### src/rtl/byte_demux_writer.sv
// byte_demux_writer
//   Write side of the 4-byte register file. Bytes arrive over a valid/ready
//   handshake and are steered into one of four 8-bit storage registers
//   (mem0..mem3). A transaction is either a single addressed write or an
//   auto-incrementing burst of BURST_LEN beats whose pointer wraps 3 -> 0.
//   Each transaction ends with a one-cycle DONE state in which wr_ready is
//   low and wr_done pulses.
//
// Parameters
//   BURST_LEN  beats per burst (1..255)
//   RESET_VAL  value loaded into every storage register on reset
//
// Ports
//   clk       in   rising-edge clock
//   reset     in   asynchronous active-high reset
//   wr_valid  in   wr_data/wr_sel/wr_burst valid this cycle
//   wr_ready  out  beat accepted when wr_valid & wr_ready
//   wr_data   in   [7:0] byte to store
//   wr_sel    in   [1:0] target register, used on the first beat only
//   wr_burst  in   first beat only: 0 = single write, 1 = burst from wr_sel
//   mem0..3   out  [7:0] storage registers
//   mem_par   out  [3:0] even parity of each stored byte (BYTE_PARITY_EN only)
//   wr_done   out  one-cycle pulse when a transaction completes
//   wr_busy   out  high while a burst is in progress or in DONE
//
// Configuration
//   `define BYTE_PARITY_EN to add the mem_par output and its parity registers.

module byte_demux_writer #(
  parameter int         BURST_LEN = 4,
  parameter logic [7:0] RESET_VAL = 8'h00
) (
  input  logic       clk,
  input  logic       reset,
  input  logic       wr_valid,
  output logic       wr_ready,
  input  logic [7:0] wr_data,
  input  logic [1:0] wr_sel,
  input  logic       wr_burst,
  output logic [7:0] mem0,
  output logic [7:0] mem1,
  output logic [7:0] mem2,
  output logic [7:0] mem3,
`ifdef BYTE_PARITY_EN
  output logic [3:0] mem_par,
`endif
  output logic       wr_done,
  output logic       wr_busy
);

  typedef enum logic [1:0] {
    IDLE  = 2'd0,
    BURST = 2'd1,
    DONE  = 2'd2
  } state_t;

  // Beats still owed once the first beat of a burst has been taken.
  localparam logic [7:0] BEATS_AFTER_FIRST = 8'(BURST_LEN - 1);
  // A one-beat burst is indistinguishable from a single write.
  localparam bit         SINGLE_BEAT_BURST = (BURST_LEN == 1);

  state_t     state_reg, state_next;
  logic [1:0] ptr_reg, ptr_next;
  logic [7:0] remaining_reg, remaining_next;

  logic       beat;
  logic       wr_en;
  logic [1:0] wr_idx;

  logic [7:0] mem_reg [4];

  assign wr_ready = (state_reg != DONE) && !reset;
  assign beat     = wr_valid && wr_ready;
  assign wr_done  = (state_reg == DONE);
  assign wr_busy  = (state_reg == BURST) || (state_reg == DONE);

  always_ff @(posedge clk or posedge reset) begin
    if (reset) begin
      state_reg     <= IDLE;
      ptr_reg       <= 2'd0;
      remaining_reg <= 8'd0;
    end else begin
      state_reg     <= state_next;
      ptr_reg       <= ptr_next;
      remaining_reg <= remaining_next;
    end
  end

  always_comb begin
    state_next     = state_reg;
    ptr_next       = ptr_reg;
    remaining_next = remaining_reg;
    wr_en          = 1'b0;
    wr_idx         = ptr_reg;

    case (state_reg)
      IDLE: begin
        if (beat) begin
          // First beat writes straight to the addressed register.
          wr_en  = 1'b1;
          wr_idx = wr_sel;
          if (!wr_burst || SINGLE_BEAT_BURST) begin
            state_next = DONE;
          end else begin
            ptr_next       = wr_sel + 2'd1;
            remaining_next = BEATS_AFTER_FIRST;
            state_next     = BURST;
          end
        end
      end
      BURST: begin
        // Without a beat everything holds; a burst may stall indefinitely.
        if (beat) begin
          wr_en          = 1'b1;
          wr_idx         = ptr_reg;
          ptr_next       = ptr_reg + 2'd1;
          remaining_next = remaining_reg - 8'd1;
          if (remaining_reg == 8'd1) begin
            state_next = DONE;
          end
        end
      end
      DONE: begin
        state_next = IDLE;
      end
      default: begin
        state_next = IDLE;
      end
    endcase
  end

  // One storage register per byte lane; only the addressed lane updates.
  generate
    for (genvar gi = 0; gi < 4; gi++) begin : g_lane
      always_ff @(posedge clk or posedge reset) begin
        if (reset) begin
          mem_reg[gi] <= RESET_VAL;
        end else if (wr_en && (wr_idx == 2'(gi))) begin
          mem_reg[gi] <= wr_data;
        end
      end

`ifdef BYTE_PARITY_EN
      // Parity is captured alongside its byte so the two never disagree.
      always_ff @(posedge clk or posedge reset) begin
        if (reset) begin
          mem_par[gi] <= ^RESET_VAL;
        end else if (wr_en && (wr_idx == 2'(gi))) begin
          mem_par[gi] <= ^wr_data;
        end
      end
`endif
    end
  endgenerate

  assign mem0 = mem_reg[0];
  assign mem1 = mem_reg[1];
  assign mem2 = mem_reg[2];
  assign mem3 = mem_reg[3];

endmodule

### config.mk
export PLATFORM = sky130hd
export DESIGN_NAME = byte_demux_writer
export DESIGN_NICKNAME = d
export VERILOG_FILES = /design/src/rtl/byte_demux_writer.sv
export SDC_FILE = /design/constraint.sdc
export NUM_CORES = 1
export LEC_CHECK = 0
export ABC_AREA = 1
export CELL_PAD_IN_SITES_DETAIL_PLACEMENT = 1
export CELL_PAD_IN_SITES_GLOBAL_PLACEMENT = 2
export CORE_ASPECT_RATIO = 0.7
export CORE_MARGIN = 2
export CORE_UTILIZATION = 26
export CTS_CLUSTER_SIZE = 24
export DETAILED_ROUTE_END_ITERATION = 8
export GPL_ROUTABILITY_DRIVEN = 0
export HOLD_SLACK_MARGIN = 0.15
export PLACE_DENSITY_LB_ADDON = 0.1
export SKIP_CTS_REPAIR_TIMING = 1
export SYNTH_ARGS = -nofsm -noshare
export SYNTH_HDL_FRONTEND = slang
export SYNTH_SLANG_ARGS = --single-unit
### constraint.sdc
create_clock -name clk -period 1.76 [get_ports clk]
set_clock_uncertainty 0.15 [all_clocks]
set_input_delay 0.176 -clock clk [delete_from_list [all_inputs] [get_ports clk]]
set_output_delay 0.176 -clock clk [all_outputs]
set_load 0.01 [all_outputs]
======== Yosys cells after proc, flatten, opt, wreduce, memory -nomap -nowiden ========
Cells that the tools add are included.
W data, S select, Z words.
word-level totals
  register bits after elaboration ......... 44
  input bits .............................. 14
  output and inout bits ................... 35
  logic and storage cells ................. 52
operators by class
  $add $sub $neg .......................... 3
  equal/unequal tests ..................... 11
  multiplexer cells ....................... 17
  reductions and logical operators ........ 14
operators by type and width
  kind                   number
  $mux W8                3
  $mux W2                9
  $pmux W8 S2            1
  $eq A8 B1 Y1 const B   1
  $ne A2 B2 Y1 const B   4
  $pmux W2 S2            2
  $sub A8 B1 Y8 const B  1
  $eq A2 B2 Y1 const B   3
  $logic_and A1 B1 Y1    6
  $add A2 B1 Y2 const B  2
  $eq A2 B1 Y1 const B   2
  $logic_not A2 Y1       2
  $reduce_and A4 Y1      1
  $reduce_and A3 Y1      1
  $mux W1                2
  $ne A2 B1 Y1 const B   1
  $reduce_bool A2 Y1     1
  $reduce_or A2 Y1       1
  $logic_not A1 Y1       1
  $logic_or A1 B1 Y1     1

======== Depth between registers and ports, before layout ========
  word-level depth ........................ 7
  mapped depth ............................ 9
  gate-level depth less buffers ........... 9

======== Least setup slack after synthesis ========
OpenSTA, ideal clock, no wires.
  path kind ............................... flip-flop to flip-flop
  from .................................... register state_reg[0]
  to ...................................... register mem_reg (netlist bit mem2[0])
  library setup time ...................... 117 ps
  data arrival time ....................... 1512 ps
  data required time ...................... 1493 ps
  setup slack ............................. -19 ps
  stages on the path, launching flop included .. 10
  path buffers ............................ 1
  period minus slack after synthesis ...... 1779 ps
  path through ............................ dfrtp_1 > inv_1 > ha_1 > nor2_4 > nand3_2 > nand2_1 > nand2_2 > buf_4 > nand4_1 > nand2_1
on the way
  cells in the longest elaborated chain, start to end .. 7
  elaborated cells between the ends (all ways) .. 12
  those cells by class .................... eq/ne (3); mux (4); reduce/logical (5)
RTL lines
  what                             line  source
  from (decl)                      62    state_t state_reg, state_next;
  from (signal assigned)           83    state_reg <= state_next;
  $ne A2 B2 Y1 (*)                 72    assign wr_ready = (state_reg != DONE) && !reset;
  $logic_and A1 B1 Y1 (*)          72
  named net wr_ready               36    output logic wr_ready,
  $logic_and A1 B1 Y1 (*)          73    assign beat = wr_valid && wr_ready;
  $mux W2                          98    if (beat) begin
  $mux W2                          --
  $eq A2 B2 Y1                     138   end else if (wr_en && (wr_idx == 2'(gi))) begin
  $logic_and A1 B1 Y1 (*)          138
  to (signal, indexed assignment)  139   mem_reg[gi] <= wr_data;
  to (decl)                        70    logic [7:0] mem_reg [4];
Mark *: on every way through the listed nets, which the timed path passes. The rest lies on a longest branch.
A chain may end at the register's enable or synchronous reset.

======== Worst setup path after layout ========
  from .................................... register state_reg[1]
  to ...................................... register mem_reg (netlist bit mem3[3])
on the way
  cells in the longest elaborated chain, start to end .. 7
  elaborated cells between the ends (all ways) .. 12
  those cells by class .................... eq/ne (3); mux (4); reduce/logical (5)
RTL lines
  what                     line
  $ne A2 B2 Y1             72
  $logic_and A1 B1 Y1      72
  $logic_and A1 B1 Y1      73
  $mux W2                  98
  $mux W2                  --
  $eq A2 B2 Y1             138
  $logic_and A1 B1 Y1 (*)  138
Mark *: on every way between the ends. The rest lies on a longest branch, timed or not.

==> impl_metrics.json <==
{
  "status": "complete, but fails checks",
  "violations": "negative setup slack",
  "synth_top_area_share": 0.497,
  "start_util": 0.265,
  "power.density_mw_per_mm2": 1770,
  "tritoncts": "done",
  "stdcell_area_sq_mm": 0.00336,
  "htree_num_levels": 2,
  "finalNonFillerCells": 453,
  "syn_area_sq_mm": 0.00222,
  "synthDistinctLibCells": 20,
  "maxSlewViolCount": 0,
  "clk_pin_slew_ps": 60,
  "rows": 28,
  "wl_per_cell_um": 15.2,
  "grt_pass1_wl_um": 10800,
  "die_w_um": 114,
  "critPathBufInv": 2,
  "drive_gt1_frac": 0.218,
  "end_kind": "flip-flop",
  "clock_path_buffers": 2,
  "crit_chain": "ha_4, nor2_4, buf_4, nand3_2, nand2_2, nand2_4, buf_4, nand4_1, nand2_1",
  "fin_ws_ps": -138,
  "cp_slowest_cell": "dfrtp_1",
  "dr_total_vias": 2098,
  "leakagePower_nw": 1.64,
  "place_area_sq_mm": 0.00295,
  "n_fill_cell": 999,
  "hold_viol_final": 0,
  "numCtsBuffers": 5,
  "finalCritPeriodShare": 1.08,
  "hold_class": "primary input to asynchronous set/reset pin",
  "drt-total-wl_um": 6890,
  "design.die.area_sq_mm": 0.00929,
  "yosysWarnings": 0,
  "post-route-min-period_ps": 1900,
  "ir_drop_v": 0.000767,
  "syn_to_final_growth_pct": 51.6,
  "antenna_found_initial": 0,
  "port_buffers": 48,
  "rsz0062_at_grt": "true",
  "crit_type": "flip-flop to flip-flop",
  "syn_area_per_cell_sq_um": 8.49,
  "ys_ff_latch": 44,
  "worst_pin_slew_ps": 336,
  "dp.cells": 428,
  "grt_overflow": 0,
  "io_pins": 49,
  "fin_nets": 366,
  "yosys-top-cells-area": "dfrtp_1 (50%), nand2_1 (15%), nand4_1 (12%), inv_1 (3.7%), o21ai_0 (2.9%)",
  "finalSetupTns_ps": -3740,
  "coreArea_sq_mm": 0.00837,
  "synth.net_count": 280,
  "cp_common_cell": "buf_4",
  "firstDrtPassIters": 4,
  "synth_cells": 261,
  "first_iter_violations": 60,
  "slew_headroom": 0.775,
  "die_h_um": 81.3,
  "setup_viol": 42,
  "cts_root_buf": "clkbuf_16",
  "synth.largest_area_cell": "dfrtp_1",
  "cap_viol_max_count": 0,
  "viasPerCell": 4.63,
  "grt_max_degree": 45,
  "worst-path-max-fanout": 7,
  "arrival_ps": 1920,
  "grt_use_total": 0.152,
  "slowest_delay_ps": 430,
  "diodes": 0,
  "critical_path.top_delay_family": "simple AND/OR/NAND/NOR gates",
  "clock_latency_ps": 280,
  "grt_pass1_vias": 2067,
  "seq_area_frac_synth": 0.497,
  "detail-route-antenna-nets": 0,
  "clock_sink_count": 44,
  "dpl.hpwl_um": 4800,
  "startpoint_type": "flip-flop",
  "critPathRequiredTime_ps": 1790,
  "clock.fmax_ghz": 0.527,
  "drc": 0
}
[cell families (layout without fill, tap and decap cells)]
group / count (synthesis) / after routing / share of synthesized area
buffers and inverters: 33 / 118 / 0.0756
and+or+nand+nor: 162 / 164 / 0.359
DFF: 44 / 44 / 0.497
xor gates and xnor gates: 1 / 1 / 0.00395
adders and majority gates: 5 / 5 / 0.0282
AOI/OAI and AO/OA: 16 / 16 / 0.0367
[cell usage after synthesis]
master,count
nand2_1,91
dfrtp_1,44
nand4_1,43
inv_1,22
o21ai_0,13
nor2_1,9
nand3_1,6
buf_4,5
ha_1,5
nand2_2,5
nand3_2,5
buf_6,3
nor2_4,2
o21ai_1,2
a31oi_1,1
buf_2,1
clkinv_2,1
inv_2,1
nand3_4,1
xor2_1,1
[cell usage in the layout, fill, tap and decap left out, types with 2 or more instances in the layout]
cell             netlist  layout
nand2_1               91      84
clkdlybuf4s50_1        0      45
dfrtp_1               44      44
nand4_1               43      43
buf_4                  5      32
inv_1                 22      19
nand2_2                5       9
o21ai_0               13       9
nor2_1                 9       8
nand3_1                6       6
o21ai_1                2       6
clkbuf_16              0       6
nand2_4                0       5
nor2_4                 2       3
nand3_2                5       3
inv_2                  1       3
nand3_4                1       3
dlymetal6s2s_1         0       3
buf_6                  3       3
ha_1                   5       2
ha_4                   0       2
buf_12                 0       2
[worst paths after layout]
check,from,end,slack (ps),cells after the start
min in group clk,mem1[4],mem1[4],320,2
hold / removal,reset,state_reg[0],180,3
max in group asynchronous,reset,mem1[2],1060,3
hold reg to reg,mem1[4],mem1[4],320,2
setup reg to reg,state_reg[1],mem3[3],-140,9
setup / recovery,state_reg[1],mem3[3],-140,9
[area by class of cell]
class                   instances  area [sq um]  area share
clock buffers                   7           143      0.0424
multi-input cells             186          1060       0.315
well taps                     105           131      0.0391
repair buffers                 86           827       0.246
inverters                      24          92.6      0.0275
flip-flops and latches         44          1100       0.328
clock inverters                 1          7.51     0.00223
[where the power goes]
group / switching, mW / internal [mW]
sequential: 0.327 / 1.47
clock: 0.399 / 0.566
combinational: 1.61 / 1.57
total: 2.34 / 3.61
[metrics by stage]
step	hold WS, ps	worst slack, ps	utilization	power, mW
2_1_floorplan	181	5.08	-	3.21
3_3_place_gp	307	-197	0.352	4.57
3_5_place_dp	309	-204	0.352	4.60
4_1_cts	200	-430	0.370	5.61
5_1_grt	221	-234	0.402	6.45
6_report	178	-138	0.402	5.94
[tightest hold or removal path, cell delays in order]
cell and delay [ps]:
clkdlybuf4s50_1 460, clkinv_1 100, buf_12 250
[routing by layer]
metal,vias up,wire length [um],GRT usage,part of all wire
met3,4,281,0.0336,0.041
li1,1051,-,-,-
met2,37,2880,0.217,0.42
met4,0,39,0.0366,0.0057
met1,1006,3690,0.232,0.54
met5,-,0,0,0
(Power assumes the default switching activity.)
